### config.mk
export PLATFORM = sky130hd
export DESIGN_NAME = display_arbiter
export DESIGN_NICKNAME = d
export VERILOG_FILES = /design/src/rtl/display_arbiter.sv
export SDC_FILE = /design/constraint.sdc
export NUM_CORES = 1
export LEC_CHECK = 0
export BUFFER_PORTS_ARGS = -buffer_cell sky130_fd_sc_hd__buf_4
export CAP_MARGIN = 10
export CORE_ASPECT_RATIO = 0.8
export CORE_MARGIN = 5
export CORE_UTILIZATION = 55
export CTS_CLUSTER_DIAMETER = 120
export CTS_CLUSTER_SIZE = 30
export DETAILED_ROUTE_END_ITERATION = 8
export PLACE_DENSITY_LB_ADDON = 0.25
export REMOVE_ABC_BUFFERS = 1
export SKIP_LAST_GASP = 1
export SYNTH_ARGS = -nofsm -noshare
export SYNTH_HDL_FRONTEND = slang
export SYNTH_SLANG_ARGS = --single-unit
### constraint.sdc
create_clock -name clk_i -period 4.2 [get_ports clk_i]
set_input_delay 0.84 -clock clk_i [delete_from_list [all_inputs] [get_ports clk_i]]
set_output_delay 0.84 -clock clk_i [all_outputs]
set_load 0.01 [all_outputs]
### src/rtl/display_arbiter.sv
// Shares the 4-digit BCD display between live time, time-set editing (blinking digit) and timed messages.
// Registered outputs follow the selected source one cycle later; a message request is held until msg_ack_o.
module display_arbiter #(
   parameter int unsigned TICK_DIV   = 100000,
   parameter int unsigned BLINK_HALF = 250,
   parameter int unsigned HOLD_TICKS = 2000,
   parameter logic [3:0]  BLANK_CODE = 4'hF
) (
   input  logic        clk_i,
   input  logic        rst_ni,
   input  logic [15:0] time_bcd_i,
   input  logic        set_active_i,
   input  logic [1:0]  set_digit_i,
   input  logic [15:0] set_bcd_i,
   input  logic        msg_req_i,
   input  logic [15:0] msg_bcd_i,
   output logic        msg_ack_o,
   output logic        msg_done_o,
   output logic [15:0] bcd_out_o,
   output logic [1:0]  src_o
);

   localparam int unsigned PW = $clog2(TICK_DIV);
   localparam int unsigned BW = $clog2(BLINK_HALF + 1);
   localparam int unsigned HW = $clog2(HOLD_TICKS + 1);

   typedef enum logic [1:0] {
      S_TIME = 2'b00,
      S_SET  = 2'b01,
      S_MSG  = 2'b10
   } state_e;

   state_e        state_q, state_d;
   logic [PW-1:0] presc_q, presc_d;
   logic [BW-1:0] blink_cnt_q, blink_cnt_d;
   logic          phase_q, phase_d;
   logic [1:0]    digit_q;
   logic [HW-1:0] hold_q, hold_d;
   logic [15:0]   msg_q, msg_d;
   logic [15:0]   bcd_q, bcd_d;
   logic [1:0]    src_q;
   logic          ack_q, ack_d;
   logic          done_q, done_d;
   logic          tick;
   logic [15:0]   set_word;

   assign tick = (presc_q == PW'(TICK_DIV - 1));

   always_comb begin
      presc_d = tick ? '0 : presc_q + 1'b1;
   end

   always_comb begin
      state_d = state_q;
      msg_d   = msg_q;
      hold_d  = hold_q;
      ack_d   = 1'b0;
      done_d  = 1'b0;
      case (state_q)
         S_TIME: begin
            if (set_active_i) begin
               state_d = S_SET;
            end else if (msg_req_i) begin
               ack_d   = 1'b1;
               msg_d   = msg_bcd_i;
               hold_d  = HW'(HOLD_TICKS);
               state_d = S_MSG;
            end
         end
         S_MSG: begin
            // Editing pre-empts a message outright; it is dropped without msg_done.
            if (set_active_i) begin
               state_d = S_SET;
            end else if (tick) begin
               if (hold_q == HW'(1)) begin
                  done_d  = 1'b1;
                  state_d = S_TIME;
               end else begin
                  hold_d = hold_q - 1'b1;
               end
            end
         end
         S_SET: begin
            if (!set_active_i) state_d = S_TIME;
         end
         default: state_d = S_TIME;
      endcase
   end

   // Entering set mode or moving to another digit restarts the blink visible.
   always_comb begin
      blink_cnt_d = blink_cnt_q;
      phase_d     = phase_q;
      if ((state_d == S_SET && state_q != S_SET) || (set_digit_i != digit_q)) begin
         blink_cnt_d = '0;
         phase_d     = 1'b0;
      end else if (state_q == S_SET && tick) begin
         if (blink_cnt_q == BW'(BLINK_HALF - 1)) begin
            blink_cnt_d = '0;
            phase_d     = ~phase_q;
         end else begin
            blink_cnt_d = blink_cnt_q + 1'b1;
         end
      end
   end

   always_comb begin
      set_word = set_bcd_i;
      if (phase_d) set_word[{set_digit_i, 2'b00} +: 4] = BLANK_CODE;
      case (state_d)
         S_SET:   bcd_d = set_word;
         S_MSG:   bcd_d = msg_d;
         default: bcd_d = time_bcd_i;
      endcase
   end

   always_ff @(posedge clk_i or negedge rst_ni) begin
      if (!rst_ni) begin
         state_q     <= S_TIME;
         presc_q     <= '0;
         blink_cnt_q <= '0;
         phase_q     <= 1'b0;
         digit_q     <= 2'b00;
         hold_q      <= '0;
         msg_q       <= 16'h0000;
         bcd_q       <= 16'h0000;
         src_q       <= 2'b00;
         ack_q       <= 1'b0;
         done_q      <= 1'b0;
      end else begin
         state_q     <= state_d;
         presc_q     <= presc_d;
         blink_cnt_q <= blink_cnt_d;
         phase_q     <= phase_d;
         digit_q     <= set_digit_i;
         hold_q      <= hold_d;
         msg_q       <= msg_d;
         bcd_q       <= bcd_d;
         src_q       <= state_d;
         ack_q       <= ack_d;
         done_q      <= done_d;
      end
   end

   assign msg_ack_o  = ack_q;
   assign msg_done_o = done_q;
   assign bcd_out_o  = bcd_q;
   assign src_o      = src_q;

endmodule

==> Flow_metrics.wiki <==
{| class="wikitable"
! Metric !! Value
|-
| Final routed wire length divided by cell count || 16.7 um
|-
| Async S/R FF share, synth || 1.00
|-
| F_max || 282 MHz
|-
| Data arrival, critical path || 3.82 ns
|-
| Fillcell total || 508
|-
| Outcome || finished clean
|-
| Core Rows || 26
|-
| Highest fanout seen on the critical path || 14
|-
| Count of final hold-check violations || 0
|-
| Number of unique standard cell types used by synthesis || 44
|-
| Cell types occupying the most area after synthesis || sky130_fd_sc_hd__dfrtp_1, sky130_fd_sc_hd__mux2_2, sky130_fd_sc_hd__nor3_1
|-
| Clk buf depth || 2
|-
| Syn Area/Cell || 10.2 um2
|-
| Hold Buf Count CTS || 0
|-
| Fin nets || 497
|-
| Number of DRC violations after detailed routing || 0
|-
| Number of global-route vias before repair || 3065
|-
| Number of enable-type register cells in the synthesized netlist || 0
|-
| Detailed router's first-iteration violation count || 212
|-
| Cell count after synthesis || 362
|-
| Count of pins over their slew limit || 0
|-
| Top cell type's share of synthesized area || 0.508
|-
| Number of warnings issued by yosys || 0
|-
| Count of vias placed by the detailed router || 3060
|-
| Worst hold slack || 0.486 ns
|-
| CTS-repair resized insts || 0
|-
| Diodes inserted || 0
|-
| Final non-filler cell total || 525
|-
| #FFs+latches synth || 75
|-
| Number of placed cells counting well taps || 509
|-
| Share of the clock period used by the worst path after layout || 0.845
|-
| Overall power consumption || 1620 uW
|-
| Ratio of routed vias to standard cells || 5.83
|-
| Die span in x || 102 um
|-
| Total iterations of the first detailed-routing run || 5
|-
| Global-route wire length before repair || 14.8 mm
|-
| Power per Cell Area || 360 mW/mm2
|-
| Worst Setup Start Kind || register
|-
| Reported leakage power || 0.00198 uW
|-
| Root buffer selected by CTS || sky130_fd_sc_hd__clkbuf_8
|-
| Proportion of layout cells with a drive suffix above 1 || 0.245
|-
| Largest net degree at the start of global routing || 76
|-
| Full die area || 0.00847 mm2
|-
| Main combinational cell family by area after synthesis || simple AND/OR/NAND/NOR gates
|-
| Setup TNS || 0 ns
|-
| Top flip-flop cell by instance count after synthesis || sky130_fd_sc_hd__dfrtp_1
|-
| Synthesized-area fraction occupied by and/or/nand/nor cells || 0.223
|-
| Number of primary I/O pins || 74
|-
| Final wirelength || 8.74 mm
|-
| Synth Area in XOR/XNOR || 0.0427
|-
| Synthesized-area fraction occupied by adder cells || 0.0237
|-
| Worst ir drop on vdd || 0.314 mV
|-
| Required time reported for the critical path endpoint || 4.47 ns
|-
| Largest area contributor in the netlist || sky130_fd_sc_hd__dfrtp_1
|-
| Number of max-capacitance violations reported || 0
|-
| Number of setup buffers added after CTS || 0
|-
| Die Height || 83.3 um
|-
| Setup clock skew after layout || 0.00853 ns
|-
| Global placement routability congestion || 0.881
|-
| Compound-cell area share of the yosys netlist || 0.108
|-
| RSZ-0062 raised after global routing || false
|-
| Least-Margin Pin Slew || 1.00 ns
|-
| Most common cell in the synthesized netlist || sky130_fd_sc_hd__dfrtp_1
|-
| Relative slew slack || 0.325
|-
| Setup violators final || 0
|-
| Sink Count || 75
|-
| Tmin final || 3.55 ns
|-
| Signed area change from the synthesized netlist to the final layout || 21.7%
|-
| Number of H-tree branching levels || 3
|-
| Min-Delay Path Class || register to register
|-
| Area of the core region || 0.00647 mm2
|-
| DP HPWL || 6.36 mm
|-
| Startpoint-to-endpoint class of the critical path || register to register
|-
| Total clock buffers created by CTS || 9
|-
| Overall track demand over capacity in global routing || 0.218
|-
| Combined area of all synthesized cells || 0.00370 mm2
|-
| TritonCTS clock tree || yes
|-
| Top cells by count, synth || sky130_fd_sc_hd__dfrtp_1, sky130_fd_sc_hd__nor3_1, sky130_fd_sc_hd__a21oi_1, sky130_fd_sc_hd__nand2_1, sky130_fd_sc_hd__nor2_1
|-
| Clock slew at the register clock pins of the worst setup and hold paths || 0.08 ns
|-
| Element type at the critical path end || register
|-
| Count of antenna-violating nets left after detailed routing || 0
|-
| Share of synthesized area occupied by flip-flops and latches || 0.508
|-
| Total gr overflow || 0
|-
| Share of cell area taken by muxes after synthesis || 0.0586
|-
| Count of input and output buffers || 73
|-
| Initial antenna violation count || 0
|-
| Clock insertion delay at the later pin of the skew report || 0.34 ns
|-
| Starting density of the core || 0.571
|}
==> state kept, by name, summed over array words and instances, names as in the netlist <==
name,count
presc_q,17
digit_q,2
blink_cnt_q,8
msg_ack_o,1
msg_q,16
phase_q,1
hold_q,11
msg_done_o,1
bcd_out_o,16
src_o,2
==> routing by layer <==
layer  share of wire  wire length [um]  global-route usage  up-vias
met2            0.48              4170               0.343      113
met1            0.43              3800               0.297     1472
met4           0.019               168              0.0688        0
met3           0.069               603              0.0528       19
met5               0                 0                   0        -
li1                -                 -                   -     1456
==> layout make-up <==
class	count	area (um2)	share of cell area
clock inverters	5	52.6	0.0117
multi-input cells	256	1680	0.374
clock buffers	11	141	0.0314
well taps	84	105	0.0234
inverters	18	67.6	0.0150
repair buffers	76	571	0.127
flip-flops and latches	75	1880	0.417
==> metrics by stage <==
stage | cell area (um2) | setup slack, ns | utilization
after floorplan | 3630 | 0.808 | -
after global placement | 4300 | 0.813 | 0.665
after detailed placement | 4300 | 0.728 | 0.665
after CTS | 4500 | 0.672 | 0.695
after global routing | 4500 | 0.377 | 0.695
final | 4500 | 0.652 | 0.695
==> where the power goes <==
part           switching [uW]  total, uW  internal (uW)  leakage, uW
clock                     256        544            288    0.0000991
sequential               22.1        810            788     0.000931
combinational             131        263            132     0.000948
total                     409       1620           1210      0.00198
==> final timing paths <==
kind                                  startpoint                         end  slack (ns)  cells past startpoint
max                        hold_q[6]$_DFFE_PN0P_     bcd_out_o[14]$_DFF_PN0_        0.65                     10
max in group asynchronous                 rst_ni  blink_cnt_q[7]$_DFFE_PN0P_        2.98                      1
min reg2reg                  msg_q[10]$_DFF_PN0_         msg_q[10]$_DFF_PN0_        0.49                      2
min in group asynchronous                 rst_ni       presc_q[12]$_DFF_PN0_        0.63                      1
min                          msg_q[10]$_DFF_PN0_         msg_q[10]$_DFF_PN0_        0.49                      2
max reg2reg                hold_q[6]$_DFFE_PN0P_     bcd_out_o[14]$_DFF_PN0_        0.65                     10
==> kinds of logic after synthesis <==
logic type	after synthesis
simple gates	145
flops	75
compound gates	66
buf+inv	31
mux	20
xor+xnor	18
fa+ha+maj	7
==> worst max-delay path, stage by stage, from the launching register on <==
cell                      delay, ns
sky130_fd_sc_hd__dfrtp_1       0.41
sky130_fd_sc_hd__or4_4         0.55
sky130_fd_sc_hd__or4_1         0.69
sky130_fd_sc_hd__o21ai_0       0.20
sky130_fd_sc_hd__and2_1        0.17
sky130_fd_sc_hd__inv_1         0.06
sky130_fd_sc_hd__ha_1          0.59
sky130_fd_sc_hd__inv_1         0.13
sky130_fd_sc_hd__nand2_1       0.35
sky130_fd_sc_hd__o22ai_1       0.16
sky130_fd_sc_hd__a21oi_1       0.16
==> cells in the final DEF, fill, tap and decap left out, types with 4 or more instances in the layout <==
| cell type | count |
|---|---|
| sky130_fd_sc_hd__mux2_2 | 13 |
| sky130_fd_sc_hd__nand4_1 | 8 |
| sky130_fd_sc_hd__ha_1 | 7 |
| sky130_fd_sc_hd__o22ai_1 | 12 |
| sky130_fd_sc_hd__nor2_1 | 21 |
| sky130_fd_sc_hd__and3_1 | 6 |
| sky130_fd_sc_hd__nor2b_1 | 6 |
| sky130_fd_sc_hd__xnor2_1 | 8 |
| sky130_fd_sc_hd__or3_1 | 7 |
| sky130_fd_sc_hd__and2_1 | 16 |
| sky130_fd_sc_hd__a31oi_1 | 4 |
| sky130_fd_sc_hd__dfrtp_1 | 75 |
| sky130_fd_sc_hd__a41oi_1 | 4 |
| sky130_fd_sc_hd__a21oi_1 | 22 |
| sky130_fd_sc_hd__nor3_1 | 25 |
| sky130_fd_sc_hd__nand2_1 | 22 |
| sky130_fd_sc_hd__o22a_1 | 5 |
| sky130_fd_sc_hd__o21ai_0 | 14 |
| sky130_fd_sc_hd__nand3_1 | 9 |
| sky130_fd_sc_hd__buf_4 | 76 |
| sky130_fd_sc_hd__xor2_1 | 10 |
| sky130_fd_sc_hd__and4_1 | 6 |
| sky130_fd_sc_hd__mux2i_1 | 7 |
| sky130_fd_sc_hd__inv_1 | 18 |
| sky130_fd_sc_hd__clkbuf_8 | 10 |
Note: power is estimated with default switching activity, not from simulation.
